## config.mk

```make
export PLATFORM = sky130hd
export DESIGN_NAME = memwr_scoreboard_flat
export DESIGN_NICKNAME = d
export VERILOG_FILES = /design/src/rtl/memwr_scoreboard_pkg.sv /design/src/rtl/memwr_scoreboard_if.sv /design/src/rtl/memwr_exp_table.sv /design/src/rtl/memwr_scoreboard.sv /design/src/flat_wrapper.sv
export SDC_FILE = /design/constraint.sdc
export NUM_CORES = 1
export LEC_CHECK = 0
export ABC_AREA = 1
export BUFFER_PORTS_ARGS = -buffer_cell sky130_fd_sc_hd__buf_2
export CORE_MARGIN = 2
export CORE_UTILIZATION = 55
export CTS_BUF_LIST = sky130_fd_sc_hd__clkbuf_2
export DETAILED_ROUTE_END_ITERATION = 10
export PLACE_DENSITY = 0.79
export SLEW_MARGIN = 10
export SYNTH_ARGS = -nofsm -noshare
export SYNTH_HDL_FRONTEND = slang
export SYNTH_SLANG_ARGS = --single-unit
```

## constraint.sdc

```tcl
create_clock -name clk -period 11 [get_ports clk]
set_clock_uncertainty 0.05 [all_clocks]
set_input_delay 1.65 -clock clk [delete_from_list [all_inputs] [get_ports clk]]
set_output_delay 1.65 -clock clk [all_outputs]
set_load 0.02 [all_outputs]
```

## src/rtl/memwr_scoreboard_pkg.sv

```systemverilog
// Shared types, default widths and width helpers for the memory-write scoreboard.
package memwr_scoreboard_pkg;

    localparam int unsigned AW_DEF      = 32;
    localparam int unsigned DW_DEF      = 32;
    localparam int unsigned DEPTH_DEF   = 8;
    localparam int unsigned TIMEOUT_DEF = 1024;

    typedef enum logic [1:0] {
        IDLE = 2'd0,
        RUN  = 2'd1,
        PASS = 2'd2,
        FAIL = 2'd3
    } state_t;

    // Table index width; never narrower than one bit so DEPTH=1 still has a port.
    function automatic int unsigned idx_w(input int unsigned depth);
        return (depth > 1) ? $clog2(depth) : 1;
    endfunction

    // Width able to hold a count of 0..depth.
    function automatic int unsigned cnt_w(input int unsigned depth);
        return $clog2(depth + 1);
    endfunction

endpackage

```

## src/rtl/memwr_scoreboard_if.sv

```systemverilog
// Data-memory write bus of the core as seen by the scoreboard.
interface memwr_scoreboard_if #(
    parameter int unsigned AW = 32,
    parameter int unsigned DW = 32
);
    logic          MemWrite;
    logic [AW-1:0] DataAdr;
    logic [DW-1:0] WriteData;

    modport master (output MemWrite, output DataAdr, output WriteData);
    modport slave  (input  MemWrite, input  DataAdr, input  WriteData);
endinterface

```

## src/rtl/memwr_exp_table.sv

```systemverilog
// Expected-write table: synchronous write port, combinational read at the run pointer.
module memwr_exp_table
    import memwr_scoreboard_pkg::*;
#(
    parameter int unsigned AW    = AW_DEF,
    parameter int unsigned DW    = DW_DEF,
    parameter int unsigned DEPTH = DEPTH_DEF
) (
    input  logic                     clk,
    input  logic                     we,
    input  logic [idx_w(DEPTH)-1:0]  widx,
    input  logic [AW-1:0]            wadr,
    input  logic [DW-1:0]            wdata,
    input  logic [idx_w(DEPTH)-1:0]  ridx,
    output logic [AW-1:0]            radr_c,
    output logic [DW-1:0]            rdata_c
);

    // Entry layout sized from this module's parameters.
    typedef struct packed {
        logic [AW-1:0] adr;
        logic [DW-1:0] data;
    } entry_t;

    entry_t mem [DEPTH];
    entry_t rd_c;

    // Table contents survive reset on purpose, so no reset branch here.
    always_ff @(posedge clk) begin
        if (we && (32'(widx) < DEPTH)) begin
            mem[widx] <= '{adr: wadr, data: wdata};
        end
    end

    // Out-of-range pointer reads as zero.
    always_comb begin
        rd_c = '0;
        if (32'(ridx) < DEPTH) begin
            rd_c = mem[ridx];
        end
    end

    assign radr_c  = rd_c.adr;
    assign rdata_c = rd_c.data;

endmodule

```

## src/rtl/memwr_scoreboard.sv

```systemverilog
// In-order memory-write checker with sticky pass/fail and failure capture.
// Optional watchdog enabled by defining MEMWR_SCOREBOARD_TIMEOUT_EN.
module memwr_scoreboard
    import memwr_scoreboard_pkg::*;
#(
    parameter int unsigned AW      = AW_DEF,
    parameter int unsigned DW      = DW_DEF,
    parameter int unsigned DEPTH   = DEPTH_DEF,
    parameter int unsigned TIMEOUT = TIMEOUT_DEF
) (
    input  logic                     clk,
    input  logic                     reset,
    input  logic                     start,
    input  logic                     cfg_we,
    input  logic [idx_w(DEPTH)-1:0]  cfg_idx,
    input  logic [AW-1:0]            cfg_adr,
    input  logic [DW-1:0]            cfg_data,
    input  logic [cnt_w(DEPTH)-1:0]  cfg_count,
    input  logic                     ign_en,
    input  logic [AW-1:0]            ign_adr,
    memwr_scoreboard_if.slave        bus,
    output logic                     busy,
    output logic                     done,
    output logic                     pass,
    output logic                     fail,
    output logic                     timeout,
    output logic [cnt_w(DEPTH)-1:0]  match_cnt,
    output logic [AW-1:0]            fail_adr,
    output logic [DW-1:0]            fail_data
);

    localparam int unsigned IW = idx_w(DEPTH);
    localparam int unsigned CW = cnt_w(DEPTH);

    state_t          state_q, state_n;
    logic [IW-1:0]   ptr_q;
    logic [CW-1:0]   cnt_q;
    logic [CW-1:0]   cnt_lim_c;
    logic [AW-1:0]   exp_adr_c;
    logic [DW-1:0]   exp_data_c;
    logic            ignored_c, match_c, last_c;
    logic            start_c, accept_c, capture_c, tmo_hit_c, tmo_expire_c;

    memwr_exp_table #(.AW(AW), .DW(DW), .DEPTH(DEPTH)) u_table (
        .clk     (clk),
        .we      (cfg_we && (state_q != RUN)),
        .widx    (cfg_idx),
        .wadr    (cfg_adr),
        .wdata   (cfg_data),
        .ridx    (ptr_q),
        .radr_c  (exp_adr_c),
        .rdata_c (exp_data_c)
    );

    assign cnt_lim_c = (cfg_count > CW'(DEPTH)) ? CW'(DEPTH) : cfg_count;
    assign ignored_c = ign_en && (bus.DataAdr == ign_adr);
    assign match_c   = (bus.DataAdr == exp_adr_c) && (bus.WriteData == exp_data_c);
    assign last_c    = (CW'(ptr_q) == (cnt_q - CW'(1)));

`ifdef MEMWR_SCOREBOARD_TIMEOUT_EN
    localparam int unsigned TW = $clog2(TIMEOUT + 1);

    logic [TW-1:0] tmo_q;

    // Idle watchdog: restarts on start and on every accepted write.
    always_ff @(posedge clk or posedge reset) begin
        if (reset) begin
            tmo_q <= '0;
        end else if (start_c || accept_c) begin
            tmo_q <= '0;
        end else if (state_q == RUN) begin
            tmo_q <= tmo_q + TW'(1);
        end
    end

    // Fires on the edge that would bring the counter to TIMEOUT.
    assign tmo_expire_c = (state_q == RUN) && (tmo_q == TW'(TIMEOUT - 1));
`else
    logic unused_timeout_cfg;

    assign unused_timeout_cfg = ^32'(TIMEOUT);
    assign tmo_expire_c       = 1'b0;
`endif

    // State register.
    always_ff @(posedge clk or posedge reset) begin
        if (reset) begin
            state_q <= IDLE;
        end else begin
            state_q <= state_n;
        end
    end

    // Next state and datapath controls; a matching final write beats the watchdog.
    always_comb begin
        state_n   = state_q;
        start_c   = 1'b0;
        accept_c  = 1'b0;
        capture_c = 1'b0;
        tmo_hit_c = 1'b0;
        case (state_q)
            IDLE, PASS, FAIL: begin
                if (start) begin
                    start_c = 1'b1;
                    state_n = (cnt_lim_c == '0) ? PASS : RUN;
                end
            end
            RUN: begin
                if (bus.MemWrite && !ignored_c) begin
                    if (match_c) begin
                        accept_c = 1'b1;
                        if (last_c) begin
                            state_n = PASS;
                        end
                    end else begin
                        capture_c = 1'b1;
                        state_n   = FAIL;
                    end
                end else if (tmo_expire_c) begin
                    tmo_hit_c = 1'b1;
                    state_n   = FAIL;
                end
            end
            default: state_n = IDLE;
        endcase
    end

    // Run pointer, match count, failure capture and watchdog flag.
    always_ff @(posedge clk or posedge reset) begin
        if (reset) begin
            ptr_q     <= '0;
            cnt_q     <= '0;
            match_cnt <= '0;
            fail_adr  <= '0;
            fail_data <= '0;
            timeout   <= 1'b0;
        end else begin
            if (start_c) begin
                ptr_q     <= '0;
                cnt_q     <= cnt_lim_c;
                match_cnt <= '0;
                fail_adr  <= '0;
                fail_data <= '0;
                timeout   <= 1'b0;
            end
            if (accept_c) begin
                ptr_q     <= ptr_q + IW'(1);
                match_cnt <= match_cnt + CW'(1);
            end
            if (capture_c) begin
                fail_adr  <= bus.DataAdr;
                fail_data <= bus.WriteData;
            end
            if (tmo_hit_c) begin
                timeout <= 1'b1;
            end
        end
    end

    // Status flags registered from the next state so they track state exactly.
    always_ff @(posedge clk or posedge reset) begin
        if (reset) begin
            busy <= 1'b0;
            done <= 1'b0;
            pass <= 1'b0;
            fail <= 1'b0;
        end else begin
            busy <= (state_n == RUN);
            done <= (state_n == PASS) || (state_n == FAIL);
            pass <= (state_n == PASS);
            fail <= (state_n == FAIL);
        end
    end

endmodule

```

## src/flat_wrapper.sv

```systemverilog
// flat-port wrapper written by rule: the top's interface ports become plain ports
module memwr_scoreboard_flat import memwr_scoreboard_pkg::*;
#(
    parameter int unsigned AW      = AW_DEF,
    parameter int unsigned DW      = DW_DEF,
    parameter int unsigned DEPTH   = DEPTH_DEF,
    parameter int unsigned TIMEOUT = TIMEOUT_DEF
)
  (clk, reset, start, cfg_we, cfg_idx, cfg_adr, cfg_data, cfg_count, ign_en, ign_adr, busy, done, pass, fail, timeout, match_cnt, fail_adr, fail_data, bus_MemWrite, bus_DataAdr, bus_WriteData);
  memwr_scoreboard_if #(.AW(AW), .DW(DW)) bus_i ();
  input  logic clk;
  input  logic reset;
  input  logic start;
  input  logic cfg_we;
  input  logic [idx_w(DEPTH)-1:0] cfg_idx;
  input  logic [AW-1:0] cfg_adr;
  input  logic [DW-1:0] cfg_data;
  input  logic [cnt_w(DEPTH)-1:0] cfg_count;
  input  logic ign_en;
  input  logic [AW-1:0] ign_adr;
  output logic busy;
  output logic done;
  output logic pass;
  output logic fail;
  output logic timeout;
  output logic [cnt_w(DEPTH)-1:0] match_cnt;
  output logic [AW-1:0] fail_adr;
  output logic [DW-1:0] fail_data;
  input wire logic [$bits(bus_i.MemWrite)-1:0] bus_MemWrite;
  input wire logic [$bits(bus_i.DataAdr)-1:0] bus_DataAdr;
  input wire logic [$bits(bus_i.WriteData)-1:0] bus_WriteData;
  assign bus_i.MemWrite = bus_MemWrite;
  assign bus_i.DataAdr = bus_DataAdr;
  assign bus_i.WriteData = bus_WriteData;
  memwr_scoreboard #(.AW(AW), .DW(DW), .DEPTH(DEPTH), .TIMEOUT(TIMEOUT)) u_core (.clk(clk), .reset(reset), .start(start), .cfg_we(cfg_we), .cfg_idx(cfg_idx), .cfg_adr(cfg_adr), .cfg_data(cfg_data), .cfg_count(cfg_count), .ign_en(ign_en), .ign_adr(ign_adr), .bus(bus_i), .busy(busy), .done(done), .pass(pass), .fail(fail), .timeout(timeout), .match_cnt(match_cnt), .fail_adr(fail_adr), .fail_data(fail_data));
endmodule
```

==> results of run 1 <==
[worst paths after layout]
path,startpoint,endpoint,slack [ns],cells after the start
worst max register to register,u_core.ptr_q[0],u_core.pass,5.06,19
worst max-delay path,u_core.ptr_q[0],u_core.pass,5.06,19
worst min register to register,u_core.fail_data[0],u_core.fail_data[0],0.45,2
min in group clk,u_core.fail_data[0],u_core.fail_data[0],0.45,2
worst min-delay path,reset,u_core.fail_adr[14],0.24,2
max in group asynchronous,reset,u_core.ptr_q[1],9.28,3
[sequential cells by signal (all words and copies together), names as in the netlist]
| register | count |
|---|---|
| u_core.state_q | 1 |
| u_core.busy | 1 |
| u_core.fail_data | 32 |
| u_core.u_table.mem | 512 |
| u_core.cnt_q | 4 |
| u_core.match_cnt | 4 |
| u_core.ptr_q | 3 |
| u_core.done | 1 |
| u_core.fail_adr | 32 |
| u_core.pass | 1 |
| u_core.fail | 1 |
[logic make-up after synthesis]
logic type	synth area share [%]
buf+inv	7.26
flops	66.0
other cells	0.0142
simple gates	25.4
compound gates	0.670
fa+ha+maj	0.142
xor+xnor	0.565
[worst register-to-register path, cell delays in order (launching register included)]
cell,delay [ns]
dfrtp_4,0.63
inv_6,0.81
buf_4,1.10
nand2_1,0.27
nand3_1,0.15
nand3_1,0.14
nand3_1,0.13
nand2_1,0.06
nor2_1,0.14
nand2_1,0.09
nor2_1,0.20
nand2_1,0.21
nor2_2,0.24
nand2_2,0.07
buf_4,0.40
nand2_2,0.18
buf_4,0.60
nand2_1,0.24
nand2_1,0.10
inv_1,0.04
[metal layers]
metal	wire length (um)	GRT usage, %
met4	2370	14.0
met2	34600	47.5
met3	7330	7.49
met5	57	0
met1	27400	36.9
[per-stage QoR]
stage | cell area (um^2) | power (uW) | utilization [%]
finish | 29200 | 4530 | 61.5
global placement | 27800 | 3070 | 58.6
floorplan | 26300 | 2880 | -
global route | 29200 | 4720 | 61.5
detailed placement | 27800 | 3090 | 58.6
CTS | 29200 | 4560 | 61.4
[Yosys cell counts, drive strengths merged]
cell type  instances
o21ai             17
a22o               1
or2                1
ha                 3
buf              106
a21oi              4
o31ai              1
inv              304
nand2            981
xnor2              8
conb               1
o21a               1
nor2              95
dfrtp             80
nand3            476
o22ai              5
clkbuf            24
o2111ai            1
xor2               9
nand3b            26
nor3               4
edfxtp           512
nand4              3
nor4               3
o211ai             1
nor3b              1
[power by group]
part           switching (uW)  internal (uW)
sequential               49.0           2540
clock                     852            631
combinational             323            133
[area by class of cell]
class	count	area [um^2]
Antenna cell	18	45.0
Clock buffer	212	1060
Clock inverter	42	294
Fill cell	3839	18300
Inverter	304	1150
Multi-Input combinational cell	1642	7120
Sequential cell	592	17400
Tap cell	615	769
Timing Repair Buffer	268	1410
==> impl_results.md, run 1 <==
- Status: finished, final reports clean
- Leakage: 0.0134 uW
- Final setup margin: 5.06 ns
- Fmax: 0.168 GHz
- Final cell count without fillers: 3,693
- DP Worst Slack: 5.33 ns
- Most Frequent Cell on Critical Path: nand2_1
- Final Net Count: 3,131
- Final ANT Viol Nets: 0
- Die footprint: 0.0497 mm^2
- I/O Pins: 246
- Yosys top cell area share: 58.4%
- CP delay by family, top: buffers and inverters
- Die Ht: 223 um
- Cells after DPL: 3,421
- Drt pass-1 iters: 5
- Mapped Nets: 2,844
- Synth top area cells: edfxtp_1, nand2_1, nand3_1, dfrtp_1, inv_1
- WL per Instance: 19.4 um
- DRT Wirelength: 71,800 um
- Hold-fix buffers, CTS: 0
- Fin Setup TNS: 0 ns
- Core Footprint: 0.0475 mm^2
- Critical Path RT: 12.09 ns
- CTS tree: built
- Via Count: 20.3k
- Clock sink total: 592
- Peak VDD IR: 0.137 mV
- Num rows: 80
- Hold Path Class: in -> async
- Synth Cell Area: 0.0263 mm^2
- Initial antenna violation count: 18
- Clock root cell: clkbuf_2
- Via density: 5.51
- PostCTS Resize Cnt: 0
- CTS Buffer Depth: 3
- Max transition margin: 18.7%
- Final Max Tran Viols: 0
- Mean post-synth cell area: 9.88 um^2
- H-Tree Depth: 4
- Arrival time worst endpoint: 7.03 ns
- Clk_lat worst skew: 1.29 ns
- CP endpoint kind: flip-flop
- Gpl congestion: 0.875
- Worst-path clk slew: 0.12 ns
- CP Class: reg -> reg
- CP Launch Type: flip-flop
- Unique cell type count in the Yosys netlist: 34
- First-pass GRT wire length: 109,000 um
- DR iter-0 viols: 2,466
- Final worst path period share: 54.0%
- CP max FO: 142
- Most frequent cells in the layout: nand2_1, edfxtp_1, nand3_1
- Power Density: 155 mW/mm^2
- Most common cell after layout, fill and taps aside: nand2_1
- Seq/Total Area, Yosys: 66.0%
- Unrepaired setup endpoints after global routing: false
- Drt drc: 0
- Synth Warn #: 0
- Final hold violation count: 0
- CP peak stage delay: 1.00 ns
- Synth area leader: edfxtp_1
- All-Layer GR Usage: 29.2%
- Gr ovfl total: 0
- # Max-Cap Violations: 0
- Starting Density: 55.4%
- Largest net degree at the start of global routing: 245
- Final setup fails: 0
- Input/output buffers: 244
- Area growth syn-to-layout: 11.0%
- Pin slew with the least headroom to its limit: 1.22 ns
- Final Critical Period: 5.94 ns
- Slowest-stage cell, CP: buf_4
- CTS Buf Count: 147
- Vias in the first global route: 19.4k
- CP bufs+invs: 5
- Die W: 223 um
- Seq cells post-synth: 592
- Post-CTS Setup Repair Bufs: 0
- Fraction of layout cells with a size suffix above 1: 16.9%
- Hold_ws: 0.243 ns
- Post-Syn Instances: 2,668
- Final HPWL DP: 43,300 um
- Crit-path cells: inv_6, buf_4, nand2_1, nand3_1, nand3_1, nand3_1, nand2_1, nor2_1, nand2_1, nor2_1, nand2_1, nor2_2, nand2_2, buf_4, nand2_2, buf_4, nand2_1, nand2_1, inv_1
No activity file was read; power rests on OpenSTA's default activity.
==> inputs of run 2 (changes only) <==
--- a/config.mk
+++ b/config.mk
@@ -11,7 +11,7 @@
 export CORE_UTILIZATION = 55
 export CTS_BUF_LIST = sky130_fd_sc_hd__clkbuf_2
 export DETAILED_ROUTE_END_ITERATION = 10
-export PLACE_DENSITY = 0.79
+export PLACE_DENSITY = 0.82
 export SLEW_MARGIN = 10
 export SYNTH_ARGS = -nofsm -noshare
 export SYNTH_HDL_FRONTEND = slang
==> constraint.sdc (replaced) <==
create_clock -name clk -period 5.2 [get_ports clk]
set_clock_uncertainty 0.05 [all_clocks]
set_input_delay 0.78 -clock clk [delete_from_list [all_inputs] [get_ports clk]]
set_output_delay 0.78 -clock clk [all_outputs]
set_load 0.02 [all_outputs]
==> run 2 against run 1 <==
- critical endpoint unchanged
- cell area up 5.4%
- sequential power is 110% higher
- via count rose by 4.2%
- utilization up 3.3 points
- power increased by 110%
- highest routed layer unchanged
- largest cell class unchanged
- first-iteration DRC count is 1.2% higher
- critical path depth increased by 1
- non-clock buffer count grew 158
- clock power up 110%
- critical path type unchanged
- combinational power rose by 130%
- sequential share of layout area shrank 3.0 points
==> impl_results.md, run 2 (same netlist as run 1, synthesis figures left out) <==
- Status: finished, final reports clean (unchanged)
- H-Tree Depth: 4 (unchanged)
- Clock sink total: 592 (unchanged)
- Leakage: 0.0141 uW (was 0.0134 uW)
- Clock root cell: clkbuf_2 (unchanged)
- Most Frequent Cell on Critical Path: nand2_1 (unchanged)
- All-Layer GR Usage: 29.8% (was 29.2%)
- Die W: 223 um (unchanged)
- Core Footprint: 0.0475 mm^2 (unchanged)
- Number of flip-flops in the largest register: 512 (unchanged)
- WL per Instance: 19.1 um (was 19.4 um)
- Final HPWL DP: 44,700 um (was 43,300 um)
- CP Class: reg -> reg (unchanged)
- Num rows: 80 (unchanged)
- Fin Setup TNS: 0 ns (unchanged)
- Gpl congestion: 0.853 (was 0.875)
- Final setup fails: 0 (unchanged)
- Final hold violation count: 0 (unchanged)
- I/O Pins: 246 (unchanged)
- Critical Path RT: 6.35 ns (was 12.09 ns)
- Unrepaired setup endpoints after global routing: false (unchanged)
- First-pass GRT wire length: 112,000 um (was 109,000 um)
- Most common cell after layout, fill and taps aside: nand2_1 (unchanged)
- Starting Density: 55.4% (unchanged)
- DR iter-0 viols: 2,496 (was 2,466)
- Cells after DPL: 3,434 (was 3,421)
- CTS Buffer Depth: 3 (unchanged)
- Crit-path cells: inv_6, buf_4, nand2_1, nand2_1, nand2_1, nand3_1, nand2_1, nand2_1, nand2_1, nor2_1, nand2_1, nor2_1, nand2_1, nor2_2, nand2_2, nand2_2, buf_4, nand2_1, nand2_1, inv_1 (was inv_6, buf_4, nand2_1, nand3_1, nand3_1, nand3_1, nand2_1, nor2_1, nand2_1, nor2_1, nand2_1, nor2_2, nand2_2, buf_4, nand2_2, buf_4, nand2_1, nand2_1, inv_1)
- Hold-fix buffers, CTS: 145 (was 0)
- Hold Path Class: in -> reg (was in -> async)
- Power Density: 316 mW/mm^2 (was 155 mW/mm^2)
- Final Net Count: 3,288 (was 3,131)
- Pin slew with the least headroom to its limit: 1.10 ns (was 1.22 ns)
- Slowest-stage cell, CP: dfrtp_4 (was buf_4)
- CP Launch Type: flip-flop (unchanged)
- Die Ht: 223 um (unchanged)
- Final ANT Viol Nets: 0 (unchanged)
- # Max-Cap Violations: 0 (unchanged)
- Fmax: 0.258 GHz (was 0.168 GHz)
- Fill cells: 3,494 (was 3,839)
- Die footprint: 0.0497 mm^2 (unchanged)
- CP endpoint kind: flip-flop (unchanged)
- Peak VDD IR: 0.317 mV (was 0.137 mV)
- Via density: 5.51 (about the same)
- CP peak stage delay: 0.53 ns (was 1.00 ns)
- Clk_lat worst skew: 1.34 ns (was 1.29 ns)
- Final cell count without fillers: 3,842 (was 3,693)
- CP max FO: 72 (was 142)
- Reg with most FFs: u_core.u_table.mem (unchanged)
- Initial antenna violation count: 5 (was 18)
- Most frequent cells in the layout: nand2_1, edfxtp_1, nand3_1 (unchanged)
- Via Count: 21.2k (was 20.3k)
- PostCTS Resize Cnt: 0 (unchanged)
- Vias in the first global route: 20.8k (was 19.4k)
- Post-CTS Setup Repair Bufs: 0 (unchanged)
- CTS Buf Count: 146 (was 147)
- Final Critical Period: 3.88 ns (was 5.94 ns)
- Gr ovfl total: 0 (unchanged)
- Worst-path clk slew: 0.10 ns (was 0.12 ns)
- Drt pass-1 iters: 6 (was 5)
- Final worst path period share: 74.6% (was 54.0%)
- Area growth syn-to-layout: 17.0% (was 11.0%)
- Largest net degree at the start of global routing: 224 (was 245)
- Arrival time worst endpoint: 5.03 ns (was 7.03 ns)
- Drt drc: 0 (unchanged)
- Fraction of layout cells with a size suffix above 1: 16.6% (was 16.9%)
- CTS tree: built (unchanged)
- DRT Wirelength: 73,400 um (was 71,800 um)
- Largest regs: u_core.u_table.mem: 512 flops, u_core.fail_adr: 32 flops, u_core.fail_data: 32 flops (unchanged)
- Input/output buffers: 244 (unchanged)
- Final Max Tran Viols: 0 (unchanged)
- Max transition margin: 26.7% (was 18.7%)
==> run 2: cell types whose count changed in the layout (fill, tap and decap cells not counted), moves of 4 or more <==
cell | before | now
inv_2 | 9 | 5
dlygate4sd3_1 | 0 | 145
diode_2 | 18 | 5
buf_4 | 23 | 33
==> run 2: final timing paths <==
check / from / endpoint / slack (ns) / depth (start not counted)
setup / recovery: u_core.ptr_q[0] / u_core.pass / 1.32 / 20
hold / removal: cfg_data[1] / u_core.u_table.mem[3][1] / 0.21 / 2
setup reg to reg: u_core.ptr_q[0] / u_core.pass / 1.32 / 20
hold reg to reg: u_core.fail_adr[20] / u_core.fail_adr[20] / 0.46 / 2
max in group asynchronous: reset / u_core.fail_data[6] / 3.33 / 5
min in group asynchronous: reset / u_core.fail_adr[26] / 0.61 / 4
==> run 2: report_power, final <==
part	total [uW]	switching, uW	leakage (uW)	internal [uW]
Sequential	5490	111	0.00564	5380
Clock	3170	1860	0.00103	1310
Combinational	1070	706	0.00737	362
Total	9730	2680	0.0141	7050
==> run 2: final cells by class <==
class / instances / area, um^2 / share of cell area (%)
Antenna cell: 5 / 12.5 / 0.0406
Clock buffer: 215 / 1080 / 3.49
Clock inverter: 43 / 298 / 0.966
Inverter: 304 / 1150 / 3.74
Multi-Input combinational cell: 1642 / 7120 / 23.1
Sequential cell: 592 / 17400 / 56.4
Tap cell: 615 / 769 / 2.50
Timing Repair Buffer: 426 / 3000 / 9.74
==> run 2: worst max-delay path: cells and delay by family (launching register included) <==
kind                   cells  cell delay, ns
flip-flops                 1            0.53
AND/OR/NAND/NOR           16            1.81
buffers and inverters      4            1.31
==> run 2: stage by stage <==
stage	worst slack, ns	power, uW	utilization (%)	cell area, um^2	hold WS [ns]
after floorplan	0.953	6100	-	26300	0.456
after global placement	1.49	6500	58.8	28000	0.425
after detailed placement	1.39	6530	58.8	28000	0.432
after CTS	1.41	9750	64.8	30800	0.0626
after global routing	1.05	10100	64.8	30800	0.150
final	1.32	9730	64.8	30800	0.211
==> run 2: layer usage <==
layer  track usage (%)  wire, um  up-vias
met4              15.7      3070        2
met2              48.3     34600     1356
met1              37.5     27600     9863
li1                  -         -     9723
met5                 0        13        -
met3              7.03      8180      238
